**config.mk**
```make
export PLATFORM = sky130hd
export DESIGN_NAME = pipe_hazard_ctrl
export DESIGN_NICKNAME = d
export VERILOG_FILES = /design/src/rtl/pipe_ctrl_pkg.sv /design/src/rtl/pipe_hazard_ctrl_sat_counter.sv /design/src/rtl/pipe_hazard_ctrl.sv
export SDC_FILE = /design/constraint.sdc
export NUM_CORES = 1
export LEC_CHECK = 0
export ABC_AREA = 0
export BUFFER_PORTS_ARGS = -buffer_cell sky130_fd_sc_hd__buf_2
export CAP_MARGIN = 15
export CORE_ASPECT_RATIO = 1.25
export CORE_MARGIN = 2
export CORE_UTILIZATION = 30
export DETAILED_ROUTE_END_ITERATION = 10
export HOLD_SLACK_MARGIN = 0.05
export REMOVE_ABC_BUFFERS = 1
export SLEW_MARGIN = 0
export SYNTH_ARGS = -nofsm -noshare
export SYNTH_HDL_FRONTEND = slang
export SYNTH_SLANG_ARGS = --single-unit
```
**constraint.sdc**
```tcl
create_clock -name clk -period 1.9 [get_ports clk]
set_input_delay 0.285 -clock clk [delete_from_list [all_inputs] [get_ports clk]]
set_output_delay 0.285 -clock clk [all_outputs]
set_load 0.1 [all_outputs]
```
**src/rtl/pipe_ctrl_pkg.sv**
```systemverilog
// Shared encodings for the pipeline stall/flush sequencer: FSM states,
// hazard classes in priority order, and the per-stage control bundle.
package pipe_ctrl_pkg;

    localparam int unsigned DEFAULT_CNT_W = 16;
    localparam int unsigned DWAIT_CNT_W   = 16;

    localparam logic [1:0] RUN   = 2'b00;
    localparam logic [1:0] DWAIT = 2'b01;
    localparam logic [1:0] HALT  = 2'b10;

    // Hazard classes, enumerated from lowest to highest priority.
    typedef enum logic [2:0] {
        HZ_NONE     = 3'd0,
        HZ_FETCH    = 3'd1,
        HZ_LOAD_USE = 3'd2,
        HZ_REDIRECT = 3'd3,
        HZ_DWAIT    = 3'd4,
        HZ_HALT     = 3'd5
    } hazard_e;

    typedef struct packed {
        logic pc_stall;
        logic fd_stall;
        logic fd_flush;
        logic dx_stall;
        logic dx_flush;
        logic xm_stall;
        logic mw_stall;
    } stage_ctrl_t;

    localparam stage_ctrl_t CTRL_IDLE = '0;

    // Whole pipeline frozen in place: every register holds, nothing flushed.
    function automatic stage_ctrl_t freeze_all();
        stage_ctrl_t c;
        c          = CTRL_IDLE;
        c.pc_stall = 1'b1;
        c.fd_stall = 1'b1;
        c.dx_stall = 1'b1;
        c.xm_stall = 1'b1;
        c.mw_stall = 1'b1;
        return c;
    endfunction

endpackage

```
**src/rtl/pipe_hazard_ctrl_sat_counter.sv**
```systemverilog
// Saturating up-counter with synchronous reset and clear.
module sat_counter #(
    parameter int unsigned W = 16
) (
    input  logic         clk,
    input  logic         rst,
    input  logic         clr,
    input  logic         inc,
    output logic [W-1:0] cnt
);

    always_ff @(posedge clk) begin
        if (rst || clr) begin
            cnt <= '0;
        end else if (inc && (cnt != {W{1'b1}})) begin
            cnt <= cnt + W'(1);
        end
    end

endmodule

```
**src/rtl/pipe_hazard_ctrl.sv**
```systemverilog
// Stall/flush sequencer for the 5-stage pipeline: resolves memory waits,
// load-use, redirects and halt into per-stage controls each cycle.
module pipe_hazard_ctrl
    import pipe_ctrl_pkg::*;
#(
    parameter int unsigned CNT_W        = DEFAULT_CNT_W,
    parameter int unsigned DMEM_TIMEOUT = 0
) (
    input  logic             clk,
    input  logic             rst,
    input  logic             imem_done,
    input  logic             dmem_req,
    input  logic             dmem_done,
    input  logic             load_use,
    input  logic             redirect,
    input  logic             mw_halt,
    output logic             pc_stall,
    output logic             fd_stall,
    output logic             fd_flush,
    output logic             dx_stall,
    output logic             dx_flush,
    output logic             xm_stall,
    output logic             mw_stall,
    output logic             halted,
    output logic             dmem_err,
    output logic [CNT_W-1:0] stall_cycles
);

    logic [1:0]             state;
    logic [1:0]             state_nxt;
    logic                   squash_pend;
    logic                   squash_nxt;
    logic                   dmem_wait_c;
    logic                   timeout_c;
    hazard_e                hz;
    stage_ctrl_t            ctrl;
    logic [DWAIT_CNT_W-1:0] dwait_cnt;

    // Classify the dominant hazard this cycle.
    always_comb begin
        hz          = HZ_NONE;
        dmem_wait_c = (state == DWAIT) ? !dmem_done
                                       : (dmem_req && !dmem_done);
        if (rst) begin
            hz = HZ_NONE;
        end else if ((state == HALT) || mw_halt) begin
            hz = HZ_HALT;
        end else if (dmem_wait_c) begin
            hz = HZ_DWAIT;
        end else if (redirect) begin
            hz = HZ_REDIRECT;
        end else if (load_use) begin
            hz = HZ_LOAD_USE;
        end else if (squash_pend || !imem_done) begin
            hz = HZ_FETCH;
        end
    end

    // Next state and Mealy stage controls.
    always_comb begin
        ctrl       = CTRL_IDLE;
        state_nxt  = state;
        squash_nxt = squash_pend;
        case (hz)
            HZ_HALT: begin
                ctrl      = freeze_all();
                state_nxt = HALT;
            end
            HZ_DWAIT: begin
                ctrl      = freeze_all();
                state_nxt = DWAIT;
            end
            HZ_REDIRECT: begin
                ctrl.fd_flush = 1'b1;
                ctrl.dx_flush = 1'b1;
                state_nxt     = RUN;
                // Wrong-path fetch still in flight must be discarded on return.
                squash_nxt    = !imem_done;
            end
            HZ_LOAD_USE: begin
                ctrl.pc_stall = 1'b1;
                ctrl.fd_stall = 1'b1;
                ctrl.dx_flush = 1'b1;
                state_nxt     = RUN;
                if (imem_done) squash_nxt = 1'b0;
            end
            HZ_FETCH: begin
                ctrl.pc_stall = !imem_done;
                ctrl.fd_flush = 1'b1;
                state_nxt     = RUN;
                if (imem_done) squash_nxt = 1'b0;
            end
            default: begin
                state_nxt = RUN;
                if (imem_done) squash_nxt = 1'b0;
            end
        endcase
    end

    assign pc_stall = ctrl.pc_stall;
    assign fd_stall = ctrl.fd_stall;
    assign fd_flush = ctrl.fd_flush;
    assign dx_stall = ctrl.dx_stall;
    assign dx_flush = ctrl.dx_flush;
    assign xm_stall = ctrl.xm_stall;
    assign mw_stall = ctrl.mw_stall;

    // Error fires on the wait cycle that brings the consecutive count to the limit.
    assign timeout_c = (DMEM_TIMEOUT != 0) && (hz == HZ_DWAIT) &&
                       ((32'(dwait_cnt) + 32'd1) >= DMEM_TIMEOUT);

    always_ff @(posedge clk) begin
        if (rst) begin
            state       <= RUN;
            squash_pend <= 1'b0;
            halted      <= 1'b0;
            dmem_err    <= 1'b0;
        end else begin
            state       <= state_nxt;
            squash_pend <= squash_nxt;
            halted      <= (state_nxt == HALT);
            if (timeout_c) dmem_err <= 1'b1;
        end
    end

    sat_counter #(.W(CNT_W)) u_stall_cnt (
        .clk (clk),
        .rst (rst),
        .clr (1'b0),
        .inc (ctrl.pc_stall),
        .cnt (stall_cycles)
    );

    sat_counter #(.W(DWAIT_CNT_W)) u_dwait_cnt (
        .clk (clk),
        .rst (rst),
        .clr (hz != HZ_DWAIT),
        .inc (hz == HZ_DWAIT),
        .cnt (dwait_cnt)
    );

endmodule

```
==> impl_results.html, run 1 <==
<table>
<tr><th>Metric</th><th>Value</th></tr>
<tr><th colspan="2">Clocking</th></tr>
<tr><td>H-tree lvl count</td><td>1</td></tr>
<tr><td>Clock transition at path regs</td><td>about 0.070 ns</td></tr>
<tr><td>Clk Tree Root Cell</td><td>clkbuf_8</td></tr>
<tr><td>Clock buffer count from CTS</td><td>3</td></tr>
<tr><td>Buffers from clock root to sink, at most</td><td>2</td></tr>
<tr><td>Clock Latency Late Sink</td><td>0.26 ns</td></tr>
<tr><td>Number of clock sinks</td><td>20</td></tr>
<tr><td>Clock tree from TritonCTS</td><td>done</td></tr>
<tr><th colspan="2">Timing</th></tr>
<tr><td>Clk_skew</td><td>0.00458 ns</td></tr>
<tr><td>Post-route clock period utilization</td><td>a little over nine tenths</td></tr>
<tr><td>Final hold violation count</td><td>0</td></tr>
<tr><td>Time the worst path needs with I/O delays and setup</td><td>1.86 ns</td></tr>
<tr><td>Slew Limit Fails</td><td>0</td></tr>
<tr><td>Setup repair after global routing missed its margin</td><td>yes</td></tr>
<tr><td>Final TNS setup</td><td>0 ns</td></tr>
<tr><td>Total of endpoints with negative setup slack in the final report</td><td>0</td></tr>
<tr><td>Timing-limited maximum frequency</td><td>0.537 GHz</td></tr>
<tr><th colspan="2">Synthesis</th></tr>
<tr><td>Cells after Synth</td><td>between 100 and 150</td></tr>
<tr><td>Yosys synthesis warning count</td><td>0</td></tr>
<tr><td>Average size of a mapped cell</td><td>8.36 sq um</td></tr>
<tr><td>Cell Area, Synth</td><td>about 1100 sq um</td></tr>
<tr><td>Flip-flop and latch count after synthesis</td><td>20</td></tr>
<tr><td>Register area share after synthesis</td><td>36.3%</td></tr>
<tr><td>Yosys cell types</td><td>39</td></tr>
<tr><th colspan="2">Setup path</th></tr>
<tr><td>Largest driver fanout on the critical path</td><td>5</td></tr>
<tr><td>Startpoint Class</td><td>flop</td></tr>
<tr><td>Data arrival time of the worst path</td><td>1.58 ns</td></tr>
<tr><td>CP required</td><td>approximately 1.6 ns</td></tr>
<tr><td>Setup CP Type</td><td>flop to output port</td></tr>
<tr><td>Kind of capture point of the worst setup path</td><td>output port</td></tr>
<tr><th colspan="2">Global routing</th></tr>
<tr><td>Global-route met3 utilization</td><td>3.79%</td></tr>
<tr><td>GR met1 Demand/Resource</td><td>14.8%</td></tr>
<tr><td>GR Util met2</td><td>21.8%</td></tr>
<tr><td>Number of antenna violations at the first check in global routing</td><td>0</td></tr>
<tr><td>Wire length of the first global-routing pass</td><td>4190 microns</td></tr>
<tr><td>Most crowded layer after global routing</td><td>met2</td></tr>
<tr><td>Total GRT Usage</td><td>approximately an eighth</td></tr>
<tr><td>Total overflow reported by the global router</td><td>0</td></tr>
<tr><td>Via count of the first global-routing pass</td><td>between 900 and 1,000</td></tr>
<tr><td>Maximum number of pins on one net before global-route repair</td><td>17</td></tr>
<tr><th colspan="2">Placement</th></tr>
<tr><td>Port buffer count</td><td>31</td></tr>
<tr><td>Final weighted congestion of routability-driven global placement</td><td>0.765</td></tr>
<tr><td>Half-perimeter wire length after placement</td><td>1960 microns</td></tr>
<tr><td>Placed cell areas</td><td>1410 sq um</td></tr>
<tr><th colspan="2">Final layout</th></tr>
<tr><td>Layout area overhead</td><td>37.0%</td></tr>
<tr><td>Area of the multi-input gates</td><td>688 sq um</td></tr>
<tr><td>Proportion of layout cells with a drive suffix above 1</td><td>approximately a third</td></tr>
<tr><td>Antenna diode count</td><td>0</td></tr>
<tr><td>Fillers</td><td>352</td></tr>
<tr><td>Post-route cell area</td><td>1510 sq um</td></tr>
<tr><td>Leading cell types in the layout, fill and taps excluded</td><td>buf_2, dfxtp_1, nand3_1</td></tr>
<tr><td>Number of nets at the end of the flow</td><td>between 150 and 200</td></tr>
<tr><td>Sequential standard cell area</td><td>402 sq um</td></tr>
<tr><td>Most common library cell in the layout ignoring fill and taps</td><td>buf_2</td></tr>
<tr><th colspan="2">Route</th></tr>
<tr><td>Remaining routing DRC violations</td><td>0</td></tr>
<tr><td>Average via count per standard cell</td><td>5.36</td></tr>
<tr><td>Routed WL</td><td>2630 microns</td></tr>
<tr><td>ANT nets after route</td><td>0</td></tr>
<tr><td>DRT iter0 DRCs</td><td>25</td></tr>
<tr><td>Count of vias placed by the detailed router</td><td>between 1,000 and 1,500</td></tr>
<tr><td>Length of the first detailed-routing pass in iterations</td><td>4</td></tr>
<tr><td>Routed length per placed instance</td><td>between 10 and 15 microns</td></tr>
<tr><th colspan="2">Run status</th></tr>
<tr><td>Run status</td><td>finished clean</td></tr>
<tr><th colspan="2">Floorplanning</th></tr>
<tr><td>Floorplan die area</td><td>4180 sq um</td></tr>
<tr><td>Die W</td><td>roughly 58 microns</td></tr>
<tr><td>Effective utilization at floorplan</td><td>31.4%</td></tr>
<tr><td>Number of placement rows</td><td>24</td></tr>
<tr><td>I/O pins</td><td>33</td></tr>
<tr><td>Height of the die</td><td>71.8 microns</td></tr>
<tr><td>Placeable core area</td><td>around 3500 sq um</td></tr>
<tr><th colspan="2">Power</th></tr>
<tr><td>Power per unit of standard cell area</td><td>between 700 and 800 nW/um^2</td></tr>
<tr><td>Peak supply drop</td><td>0.542 mV</td></tr>
<tr><td>Leakage power</td><td>between 0.0006 and 0.0007 uW</td></tr>
<tr><th colspan="2">Min path</th></tr>
<tr><td>Type of the tightest min-delay check</td><td>input port to flop</td></tr>
<tr><th colspan="2">Flow run</th></tr>
<tr><td>Max_cap viols</td><td>0</td></tr>
</table>
through the flow:
stage / utilization [%] / worst slack, ns / std cells / total power, uW / hold WS, ns
2_1_floorplan: - / -2.89 / 124 / 757 / 0.354
3_3_place_gp: 40.0 / 0.147 / 199 / 870 / 0.481
3_5_place_dp: 40.0 / 0.104 / 199 / 873 / 0.477
4_1_cts: 41.7 / -0.0245 / 202 / 1150 / 0.203
5_1_grt: 43.0 / -0.0336 / 204 / 1220 / 0.230
6_report: 43.0 / 0.0380 / 204 / 1160 / 0.218
routing by layer:
layer  vias to the layer above  share of wire [%]
met5                         -                  0
met4                         0               0.80
met2                        29                 50
met3                         3                6.4
met1                       515                 43
li1                        547                  -
synth_stat cells (all sizes together):
cell	n	area share [%]
buf	4	2.7
a31oi	3	1.7
nor2b	2	1.1
nand2b	8	4.5
dfxtp	20	36
mux2	2	2.0
a31o	1	0.79
a21oi	10	4.9
nand4	2	1.1
nand3	11	5.0
a41oi	1	0.79
or2b	1	0.68
nand2	7	2.4
inv	5	1.7
nor3	3	1.8
nor4	1	0.57
and4	3	2.8
a211oi	3	2.0
ha	1	1.1
o21ai	6	2.7
nor2	10	3.4
conb	1	0.34
and2	2	1.2
and3	1	0.57
a21o	2	1.4
or3	4	2.3
maj3	1	0.91
a311oi	2	1.6
o21a	1	0.68
and4b	1	0.91
clkbuf	4	1.4
nor3b	1	1.1
mux2i	6	5.4
a221oi	1	1.4
or2	1	0.57
repair_timing:
item	4_1_cts	5_1_grt
hold buffers	0	0
setup buffers	0	2
resized for setup	3	8
setup endpoints to repair	3	8
pin swaps	1	2
report_power, final:
part	internal [uW]	switching [uW]
Sequential	441	18.8
Combinational	115	308
Clock	141	135
Total	697	463
flip-flops by register name, indices dropped and copies added (netlist names):
register,cells
u_stall_cnt.cnt,16
state,2
halted,1
squash_pend,1
final timing paths:
| kind | startpoint | to | slack, ns | cells past startpoint |
|---|---|---|---|---|
| max reg2reg | state[0]$_SDFF_PP0_ | u_stall_cnt.cnt[12]$_SDFFE_PP0P_ | 0.21 | 6 |
| min reg2reg | u_stall_cnt.cnt[11]$_SDFFE_PP0P_ | u_stall_cnt.cnt[11]$_SDFFE_PP0P_ | 0.50 | 1 |
| max | state[0]$_SDFF_PP0_ | pc_stall | 0.04 | 5 |
| min | dmem_done | state[0]$_SDFF_PP0_ | 0.22 | 2 |
cell type report:
class	instances	share of cell area [%]
Tap cell	39	3.23
Inverter	5	1.24
Sequential cell	20	26.6
Timing Repair Buffer	38	20.7
Clock buffer	3	2.73
Multi-Input combinational cell	99	45.5
cells by family (layout without fill, tap and decap cells):
group / Yosys count / count (layout) / synth area share, %
compound gates: 30 / 30 / 17.9
fa+ha+maj: 2 / 2 / 2.04
buf+inv: 13 / 46 / 5.78
flops: 20 / 20 / 36.3
mux: 8 / 8 / 7.48
other cells: 1 / 1 / 0.340
simple gates: 58 / 58 / 30.2
critical path: stages (launching register included):
cell	delay, ns
dfxtp_1	0.34
inv_1	0.09
a221oi_2	0.44
a21oi_4	0.13
buf_4	0.17
buf_12	0.16
No activity file was read; power rests on OpenSTA's default activity.
==> inputs of run 2 (changes only) <==
--- a/config.mk
+++ b/config.mk
@@ -5,10 +5,9 @@
 export SDC_FILE = /design/constraint.sdc
 export NUM_CORES = 1
 export LEC_CHECK = 0
-export ABC_AREA = 0
+export ABC_AREA = 1
 export BUFFER_PORTS_ARGS = -buffer_cell sky130_fd_sc_hd__buf_2
 export CAP_MARGIN = 15
-export CORE_ASPECT_RATIO = 1.25
 export CORE_MARGIN = 2
 export CORE_UTILIZATION = 30
 export DETAILED_ROUTE_END_ITERATION = 10
==> run 2 against run 1 <==
  * Critical path depth is 2 higher
  * Count of clock-buffer cells in the layout is 1 higher
  * Synthesized area is 18% higher
  * Register-to-register slack worse by 0.10 ns
  * Global-route usage is 0.55 points higher
  * Highest routed layer unchanged
  * Utilization is 3.2 points lower
  * Non-clock buffer count is 9 higher
  * Sequential power is 5.4% lower
==> impl_results.html, run 2 <==
<table>
<tr><th>Metric</th><th>Value</th></tr>
<tr><th colspan="2">Global routing</th></tr>
<tr><td>Total GRT Usage</td><td>13.2% (+0.55 points)</td></tr>
<tr><td>Number of antenna violations at the first check in global routing</td><td>0 (unchanged)</td></tr>
<tr><td>Wire length of the first global-routing pass</td><td>5220 microns (+25%)</td></tr>
<tr><td>Via count of the first global-routing pass</td><td>1,214 (+23%)</td></tr>
<tr><td>Maximum number of pins on one net before global-route repair</td><td>18 (+1)</td></tr>
<tr><td>Total overflow reported by the global router</td><td>0 (unchanged)</td></tr>
<tr><th colspan="2">Final layout</th></tr>
<tr><td>Largest register by flop count</td><td>u_stall_cnt.cnt</td></tr>
<tr><td>Most common library cell in the layout ignoring fill and taps</td><td>nand2_1</td></tr>
<tr><td>Antenna diode count</td><td>0 (unchanged)</td></tr>
<tr><td>Registers with the most flip-flops</td><td>u_stall_cnt.cnt x16, state x2</td></tr>
<tr><td>Fillers</td><td>459 (+30%)</td></tr>
<tr><td>Number of nets at the end of the flow</td><td>235 (+34%)</td></tr>
<tr><td>Max FFs per register</td><td>16 (unchanged)</td></tr>
<tr><td>Layout area overhead</td><td>29.8%</td></tr>
<tr><td>Leading cell types in the layout, fill and taps excluded</td><td>nand2_1, buf_2, nand3_1</td></tr>
<tr><td>Proportion of layout cells with a drive suffix above 1</td><td>31.1% (-4.0 points)</td></tr>
<tr><th colspan="2">Placement</th></tr>
<tr><td>Final weighted congestion of routability-driven global placement</td><td>0.833 (+8.9%)</td></tr>
<tr><td>Port buffer count</td><td>31 (unchanged)</td></tr>
<tr><td>Half-perimeter wire length after placement</td><td>2320 microns (+19%)</td></tr>
<tr><th colspan="2">Clocking</th></tr>
<tr><td>H-tree lvl count</td><td>1 (unchanged)</td></tr>
<tr><td>Buffers from clock root to sink, at most</td><td>2 (unchanged)</td></tr>
<tr><td>Clk Tree Root Cell</td><td>clkbuf_8</td></tr>
<tr><td>Clock transition at path regs</td><td>0.08 ns (about the same)</td></tr>
<tr><td>Clock buffer count from CTS</td><td>3 (unchanged)</td></tr>
<tr><td>Clock tree from TritonCTS</td><td>done</td></tr>
<tr><td>Number of clock sinks</td><td>20 (unchanged)</td></tr>
<tr><td>Quantity of hold-fixing buffers added after cts</td><td>0 (unchanged)</td></tr>
<tr><td>Clock Latency Late Sink</td><td>0.26 ns (about the same)</td></tr>
<tr><th colspan="2">Power</th></tr>
<tr><td>Peak supply drop</td><td>0.396 mV (-27%)</td></tr>
<tr><td>Power per unit of standard cell area</td><td>641 nW/um^2 (-16%)</td></tr>
<tr><td>Leakage power</td><td>0.000770 uW (+22%)</td></tr>
<tr><th colspan="2">Route</th></tr>
<tr><td>DRT iter0 DRCs</td><td>61 (+140%)</td></tr>
<tr><td>Routed length per placed instance</td><td>11.5 microns (-11%)</td></tr>
<tr><td>Count of vias placed by the detailed router</td><td>1,281 (+17%)</td></tr>
<tr><td>ANT nets after route</td><td>0 (unchanged)</td></tr>
<tr><td>Routed WL</td><td>3170 microns (+21%)</td></tr>
<tr><td>Average via count per standard cell</td><td>4.62 (-14%)</td></tr>
<tr><td>Remaining routing DRC violations</td><td>0 (unchanged)</td></tr>
<tr><td>Length of the first detailed-routing pass in iterations</td><td>4 (unchanged)</td></tr>
<tr><th colspan="2">Floorplanning</th></tr>
<tr><td>Effective utilization at floorplan</td><td>30.7% (-0.75 points)</td></tr>
<tr><td>Die W</td><td>70.0 microns (+20%)</td></tr>
<tr><td>Placeable core area</td><td>4260 sq um (+21%)</td></tr>
<tr><td>Floorplan die area</td><td>4900 sq um (+17%)</td></tr>
<tr><td>Height of the die</td><td>70.0 microns (-2.5%)</td></tr>
<tr><td>I/O pins</td><td>33 (unchanged)</td></tr>
<tr><td>Number of placement rows</td><td>24 (unchanged)</td></tr>
<tr><th colspan="2">Synthesis</th></tr>
<tr><td>Cells after Synth</td><td>183 (+39%)</td></tr>
<tr><td>Library cell with the highest instance count after synthesis</td><td>nand2_1</td></tr>
<tr><td>Prevailing post-synth register cell</td><td>dfxtp_1</td></tr>
<tr><td>Fraction of post-synthesis cell area in the top cell type by area</td><td>30.6% (-5.7 points)</td></tr>
<tr><td>Largest area contributor in the netlist</td><td>dfxtp_1</td></tr>
<tr><td>Register area share after synthesis</td><td>30.6% (-5.7 points)</td></tr>
<tr><td>Flip-flop and latch count after synthesis</td><td>20 (unchanged)</td></tr>
<tr><td>Leading post-synthesis cells by instance count</td><td>nand2_1, nand3_1, dfxtp_1, inv_1</td></tr>
<tr><td>Share of synthesized flip-flops with an asynchronous set or reset</td><td>0% (unchanged)</td></tr>
<tr><td>Cell Area, Synth</td><td>1310 sq um (+18%)</td></tr>
<tr><td>Yosys synthesis warning count</td><td>0 (unchanged)</td></tr>
<tr><td>Number of enable flip-flop cells after synthesis</td><td>0 (unchanged)</td></tr>
<tr><td>Ranking of synthesized cells by area</td><td>dfxtp_1, nand2_1, nand3_1</td></tr>
<tr><td>Average size of a mapped cell</td><td>7.14 sq um (-15%)</td></tr>
<tr><td>Yosys cell types</td><td>27 (-31%)</td></tr>
<tr><th colspan="2">Setup path</th></tr>
<tr><td>Critical-path cell with the highest stage delay</td><td>buf_2</td></tr>
<tr><td>Crit path capture</td><td>xm_stall</td></tr>
<tr><td>Critical path depth</td><td>7 (+2)</td></tr>
<tr><td>Kind of capture point of the worst setup path</td><td>output port</td></tr>
<tr><td>Worst setup path startpoint</td><td>state[1]$_SDFF_PP0_</td></tr>
<tr><td>Peak per-stage delay on the critical path</td><td>0.44 ns (about the same)</td></tr>
<tr><td>Buffers plus inverters on the worst setup path</td><td>2 (-1)</td></tr>
<tr><td>Origin of the critical flop-to-flop path</td><td>state[1]$_SDFF_PP0_</td></tr>
<tr><td>Startpoint Class</td><td>flop</td></tr>
<tr><td>Crit path top cell by count</td><td>nand2_1</td></tr>
<tr><td>Crit-path leading delay family</td><td>buffers and inverters</td></tr>
<tr><td>Reg2reg setup slack</td><td>0.11 ns (-0.10 ns)</td></tr>
<tr><td>Critical R2R Capture</td><td>u_stall_cnt.cnt[12]$_SDFFE_PP0P_</td></tr>
<tr><td>Worst r2r path cells</td><td>14 (+8)</td></tr>
<tr><td>Data arrival time of the worst path</td><td>1.57 ns (about the same)</td></tr>
<tr><td>CP required</td><td>1.62 ns (about the same)</td></tr>
<tr><td>Crit-path cells</td><td>inv_1 &gt; nand2_1 &gt; nand2_1 &gt; nand2_2 &gt; and2_4 &gt; nor2_8 &gt; buf_2</td></tr>
<tr><td>Setup CP Type</td><td>flop to output port</td></tr>
<tr><td>Largest driver fanout on the critical path</td><td>6 (+1)</td></tr>
<tr><th colspan="2">Min path</th></tr>
<tr><td>Type of the tightest min-delay check</td><td>input port to flop</td></tr>
<tr><td>Startpoint of the worst hold path</td><td>mw_halt</td></tr>
<tr><th colspan="2">Timing</th></tr>
<tr><td>Final hold violation count</td><td>0 (unchanged)</td></tr>
<tr><td>Slew Limit Fails</td><td>0 (unchanged)</td></tr>
<tr><td>Final TNS setup</td><td>0 ns (unchanged)</td></tr>
<tr><td>Final hold slack</td><td>0.313 ns (+0.0954 ns)</td></tr>
<tr><td>Post-route clock period utilization</td><td>97.6% (-0.35 points)</td></tr>
<tr><td>Total of endpoints with negative setup slack in the final report</td><td>0 (unchanged)</td></tr>
<tr><td>Timing-limited maximum frequency</td><td>0.539 GHz (+0.36%)</td></tr>
<tr><td>Clk_skew</td><td>0.00113 ns (-0.00345 ns)</td></tr>
<tr><td>Setup repair after global routing missed its margin</td><td>yes</td></tr>
<tr><td>Time the worst path needs with I/O delays and setup</td><td>1.86 ns (-0.00664 ns)</td></tr>
<tr><th colspan="2">Run status</th></tr>
<tr><td>Run status</td><td>finished clean</td></tr>
<tr><th colspan="2">Flow run</th></tr>
<tr><td>Max_cap viols</td><td>0 (unchanged)</td></tr>
</table>
[run 2: cell types whose count changed after synthesis, moves of 6 or more]
cell | before | now
inv_1 | 5 | 20
mux2i_1 | 6 | 0
o21ai_0 | 6 | 0
nand3_1 | 11 | 23
xor2_1 | 0 | 10
nor2_1 | 10 | 18
a21oi_1 | 9 | 18
nand2b_1 | 8 | 0
nand2_1 | 7 | 38
[run 2: worst register-to-register path: stages (launching register included)]
cell	delay, ns
dfxtp_2	0.35
inv_1	0.04
nand2_1	0.05
nand2_1	0.06
nand2_2	0.07
nand2_1	0.10
nand2_2	0.13
nor2_2	0.07
nor2_4	0.12
nand2_4	0.09
buf_4	0.14
buf_4	0.13
buf_4	0.15
a21oi_1	0.12
nor2_1	0.06
[run 2: cell type report]
cell class	count	area, sq um	area share, %
Inverter	20	75.1	4.42
Multi-Input combinational cell	134	761	44.8
Clock buffer	4	55.1	3.24
Timing Repair Buffer	47	338	19.9
Tap cell	52	65.1	3.83
Sequential cell	20	403	23.7
[run 2: power breakdown]
part           total, uW  switching [uW]  internal (uW)  leakage (uW)
clock                331             146            185     0.0000288
combinational        321             230           91.3      0.000578
sequential           435            5.62            430      0.000163
[run 2: cell families after synthesis]
group	after synthesis	synth area share [%]
AOI/OAI and AO/OA	20	8.80
xor gates and xnor gates	12	8.04
adders and majority gates	1	0.957
buffers and inverters	29	12.2
DFF	20	30.6
other	1	0.287
and+or+nand+nor	100	39.1
[run 2: what timing repair did]
item                                    CTS  global route
pin swaps                                 1             3
resized for setup                         2             4
endpoints found under the setup margin    1             2
setup buffers                             0             6
[run 2: per-layer routing]
metal  vias to the layer above  wire (microns)  global-route usage [%]
met5                         -               0                       0
met4                         0              71                    6.20
met3                         8             152                    3.17
met2                        38            1450                    21.1
met1                       568            1500                    16.6
li1                        667               -                       -
[run 2: stage by stage]
stage	power, uW	setup WS, ns	utilization [%]	std cells	area [sq um]
6_report	1090	0.0447	39.8	277	1700
2_1_floorplan	655	-0.780	-	174	1220
3_5_place_dp	741	0.207	37.0	267	1580
5_1_grt	1130	-0.0375	39.8	277	1700
4_1_cts	1080	0.00175	38.5	271	1640
3_3_place_gp	741	0.226	37.0	267	1580
[run 2: worst min-delay path by stage]
| stage | to | cells past startpoint |
|---|---|---|
| global route | state[1]$_SDFF_PP0_ | 3 |
| finish | state[1]$_SDFF_PP0_ | 3 |
| CTS | state[1]$_SDFF_PP0_ | 3 |
| global placement | squash_pend$_SDFFE_PP0P_ | 2 |
| detailed placement | squash_pend$_SDFFE_PP0P_ | 2 |
| floorplan | u_stall_cnt.cnt[4]$_SDFFE_PP0P_ | 1 |
==> inputs of run 3 (changes only) <==
--- a/config.mk
+++ b/config.mk
@@ -8,7 +8,7 @@
 export ABC_AREA = 1
 export BUFFER_PORTS_ARGS = -buffer_cell sky130_fd_sc_hd__buf_2
 export CAP_MARGIN = 15
-export CORE_MARGIN = 2
+export CORE_ASPECT_RATIO = 0.5
 export CORE_UTILIZATION = 30
 export DETAILED_ROUTE_END_ITERATION = 10
 export HOLD_SLACK_MARGIN = 0.05
==> run 3 against run 2 <==
  * Register-to-register slack improved by 0.15 ns
  * Fmax increased by 3.4%
  * Global-route usage increased by 0.96 points
  * Cell count increased by 0.36%
  * Critical path depth unchanged
  * Sequential share of layout area decreased by 0.50 points
  * Combinational power about the same
  * Non-clock buffer count decreased by 1
  * Sequential cell count unchanged
  * Wire length decreased by 3.8%
  * Count of clock-buffer cells in the layout unchanged
==> impl_results.html, run 3 (synthesis results as in run 2) <==
<table>
<tr><th>Metric</th><th>Value</th></tr>
<tr><th colspan="2">Run status</th></tr>
<tr><td>Run status</td><td>finished clean</td></tr>
<tr><th colspan="2">Clocking</th></tr>
<tr><td>Clock buffer count from CTS</td><td>3 (unchanged)</td></tr>
<tr><td>Clock Latency Late Sink</td><td>0.27 ns (about the same)</td></tr>
<tr><td>Quantity of hold-fixing buffers added after cts</td><td>0 (unchanged)</td></tr>
<tr><td>Buffers from clock root to sink, at most</td><td>2 (unchanged)</td></tr>
<tr><td>Number of clock sinks</td><td>20 (unchanged)</td></tr>
<tr><td>Clock transition at path regs</td><td>0.07 ns (about the same)</td></tr>
<tr><td>Clk Tree Root Cell</td><td>clkbuf_8</td></tr>
<tr><td>H-tree lvl count</td><td>1 (unchanged)</td></tr>
<tr><td>Clock tree from TritonCTS</td><td>done</td></tr>
<tr><th colspan="2">Route</th></tr>
<tr><td>DRT iter0 DRCs</td><td>29 (-52%)</td></tr>
<tr><td>Routed WL</td><td>3050 microns (-3.8%)</td></tr>
<tr><td>Routed length per placed instance</td><td>11.0 microns (-4.2%)</td></tr>
<tr><td>Remaining routing DRC violations</td><td>0 (unchanged)</td></tr>
<tr><td>Count of vias placed by the detailed router</td><td>1,261 (-1.6%)</td></tr>
<tr><td>Length of the first detailed-routing pass in iterations</td><td>5 (+1)</td></tr>
<tr><td>Average via count per standard cell</td><td>4.54 (-1.9%)</td></tr>
<tr><td>ANT nets after route</td><td>0 (unchanged)</td></tr>
<tr><th colspan="2">Min path</th></tr>
<tr><td>Type of the tightest min-delay check</td><td>input port to flop</td></tr>
<tr><td>Hold endpoint</td><td>halted$_SDFF_PP0_</td></tr>
<tr><td>Cell depth of the worst min-delay path</td><td>3 (unchanged)</td></tr>
<tr><td>Startpoint of the worst hold path</td><td>mw_halt</td></tr>
<tr><th colspan="2">Power</th></tr>
<tr><td>Peak supply drop</td><td>0.291 mV (-26%)</td></tr>
<tr><td>Overall power after layout</td><td>1090 uW (+0.48%)</td></tr>
<tr><td>Leakage power</td><td>0.000775 uW (+0.73%)</td></tr>
<tr><td>Power per unit of standard cell area</td><td>632 nW/um^2 (-1.3%)</td></tr>
<tr><th colspan="2">Placement</th></tr>
<tr><td>Half-perimeter wire length after placement</td><td>2210 microns (-4.9%)</td></tr>
<tr><td>Number of cells after detailed placement</td><td>271 (+1.5%)</td></tr>
<tr><td>Placed cell areas</td><td>1620 sq um (+2.7%)</td></tr>
<tr><td>Port buffer count</td><td>31 (unchanged)</td></tr>
<tr><td>Final weighted congestion of routability-driven global placement</td><td>0.798 (-4.2%)</td></tr>
<tr><th colspan="2">Floorplanning</th></tr>
<tr><td>Effective utilization at floorplan</td><td>32.3% (+1.7 points)</td></tr>
<tr><td>Floorplan die area</td><td>4640 sq um (-5.3%)</td></tr>
<tr><td>Number of placement rows</td><td>16 (-33%)</td></tr>
<tr><td>Placeable core area</td><td>4040 sq um (-5.2%)</td></tr>
<tr><td>Height of the die</td><td>48.7 microns (-30%)</td></tr>
<tr><td>I/O pins</td><td>33 (unchanged)</td></tr>
<tr><td>Die W</td><td>95.4 microns (+36%)</td></tr>
<tr><th colspan="2">Setup path</th></tr>
<tr><td>Crit-path cells</td><td>inv_1 &gt; a21oi_4 &gt; nand4_1 &gt; nor2_4 &gt; nor2_4 &gt; inv_1 &gt; buf_12</td></tr>
<tr><td>Largest driver fanout on the critical path</td><td>5 (-1)</td></tr>
<tr><td>Peak per-stage delay on the critical path</td><td>0.33 ns (-0.11 ns)</td></tr>
<tr><td>Setup CP Type</td><td>flop to output port</td></tr>
<tr><td>Reg2reg setup slack</td><td>0.26 ns (+0.15 ns)</td></tr>
<tr><td>Worst r2r path cells</td><td>10 (-4)</td></tr>
<tr><td>Data arrival time of the worst path</td><td>1.51 ns (-0.06 ns)</td></tr>
<tr><td>Kind of capture point of the worst setup path</td><td>output port</td></tr>
<tr><td>Critical-path cell with the highest stage delay</td><td>dfxtp_1</td></tr>
<tr><td>Critical R2R Capture</td><td>u_stall_cnt.cnt[9]$_SDFFE_PP0P_</td></tr>
<tr><td>Origin of the critical flop-to-flop path</td><td>state[0]$_SDFF_PP0_</td></tr>
<tr><td>CP required</td><td>1.62 ns (about the same)</td></tr>
<tr><td>Startpoint Class</td><td>flop</td></tr>
<tr><th colspan="2">Global routing</th></tr>
<tr><td>Maximum number of pins on one net before global-route repair</td><td>15 (-3)</td></tr>
<tr><td>Wire length of the first global-routing pass</td><td>5220 microns (unchanged)</td></tr>
<tr><td>Via count of the first global-routing pass</td><td>1,171 (-3.5%)</td></tr>
<tr><td>Number of antenna violations at the first check in global routing</td><td>0 (unchanged)</td></tr>
<tr><td>Total GRT Usage</td><td>14.1% (+0.96 points)</td></tr>
<tr><td>Total overflow reported by the global router</td><td>0 (unchanged)</td></tr>
<tr><th colspan="2">Final layout</th></tr>
<tr><td>Largest register by flop count</td><td>u_stall_cnt.cnt</td></tr>
<tr><td>Final std cells w/o fill</td><td>278 (+0.36%)</td></tr>
<tr><td>Leading cell types in the layout, fill and taps excluded</td><td>nand2_1, buf_2, nand3_1</td></tr>
<tr><td>Proportion of layout cells with a drive suffix above 1</td><td>30.8% (-0.31 points)</td></tr>
<tr><td>Layout area overhead</td><td>32.2%</td></tr>
<tr><td>Registers with the most flip-flops</td><td>u_stall_cnt.cnt x16, state x2</td></tr>
<tr><td>Antenna diode count</td><td>0 (unchanged)</td></tr>
<tr><td>Max FFs per register</td><td>16 (unchanged)</td></tr>
<tr><td>Final core utilization</td><td>42.7% (+2.9 points)</td></tr>
<tr><td>Post-route cell area</td><td>1730 sq um (+1.8%)</td></tr>
<tr><td>Fillers</td><td>416 (-9.4%)</td></tr>
<tr><td>Most common library cell in the layout ignoring fill and taps</td><td>nand2_1</td></tr>
<tr><td>Number of nets at the end of the flow</td><td>234 (-0.43%)</td></tr>
<tr><th colspan="2">Timing</th></tr>
<tr><td>Post-route clock period utilization</td><td>94.5% (-3.2 points)</td></tr>
<tr><td>Timing-limited maximum frequency</td><td>0.557 GHz (+3.4%)</td></tr>
<tr><td>Slew Limit Fails</td><td>0 (unchanged)</td></tr>
<tr><td>Final hold violation count</td><td>0 (unchanged)</td></tr>
<tr><td>Total of endpoints with negative setup slack in the final report</td><td>0 (unchanged)</td></tr>
<tr><td>Time the worst path needs with I/O delays and setup</td><td>1.79 ns (-0.0607 ns)</td></tr>
<tr><td>Setup repair after global routing missed its margin</td><td>yes</td></tr>
<tr><td>Clk_skew</td><td>0.00541 ns (+0.00428 ns)</td></tr>
<tr><th colspan="2">Flow run</th></tr>
<tr><td>Max_cap viols</td><td>0 (unchanged)</td></tr>
</table>
## run 3: changes by cell type in the layout (fill, tap and decap cells not counted)
| cell | delta |
|---|---|
| buf_4 | -3 |
| buf_12 | +2 |
| buf_2 | -2 |
| clkbuf_4 | +2 |
| dfxtp_1 | +1 |
| dfxtp_2 | -1 |
| nand2_1 | -1 |
| nand2_2 | +1 |
| nor2_2 | -1 |
| nor2_4 | +1 |
## run 3: how the worst max path moves through the flow
stage                              startpoint                              end  cells past startpoint
after floorplan           state[1]$_SDFF_PP0_  u_stall_cnt.cnt[4]$_SDFFE_PP0P_                     11
final                     state[0]$_SDFF_PP0_                         fd_stall                      7
after global placement              imem_done                         pc_stall                     10
after detailed placement            imem_done                         pc_stall                     10
after global routing      state[0]$_SDFF_PP0_                         fd_stall                      7
after CTS                 state[1]$_SDFF_PP0_                         pc_stall                     10
## run 3: power by group
group | total [uW] | internal (uW) | switching, uW
registers | 435 | 430 | 5.61
clock network | 338 | 185 | 153
logic | 320 | 89.0 | 231
total | 1090 | 704 | 389
## run 3: layout make-up
type                    count  area, sq um  area share [%]
multi-input cells         134          768            44.5
flip-flops and latches     20          402            23.2
repair buffers             46          360            20.9
inverters                  20         75.1            4.34
well taps                  54         67.6            3.91
clock buffers               4         55.1            3.19
## run 3: timing repair
action                                 4_1_cts  5_1_grt
setup endpoints to repair                    1        5
resized for setup                            4        5
buffers inserted                             0        3
pin swaps                                    1        3
endpoints found under the hold margin        0        0
## run 3: metal layers
layer	track usage (%)	share of wire (%)
met1	19.0	49
met2	23.2	45
met3	3.77	5.1
met4	1.52	0.26
met5	0	0
## run 3: worst max-delay path, delay by kind of cell (launching register included)
kind	cells	cell delay, ns
buffers and inverters	3	0.33
AO/OA/AOI/OAI	1	0.18
flip-flops	1	0.33
AND/OR/NAND/NOR	3	0.40
## run 3: metrics by stage
stage / setup WS (ns) / TNS, ns / hold slack, ns
after global placement: 0.258 / 0 / 0.456
after CTS: 0.00443 / 0 / 0.319
after global routing: -0.0179 / -0.0206 / 0.346
after detailed placement: 0.208 / 0 / 0.469
after floorplan: -0.780 / -13.32 / 0.347
final: 0.105 / 0 / 0.320
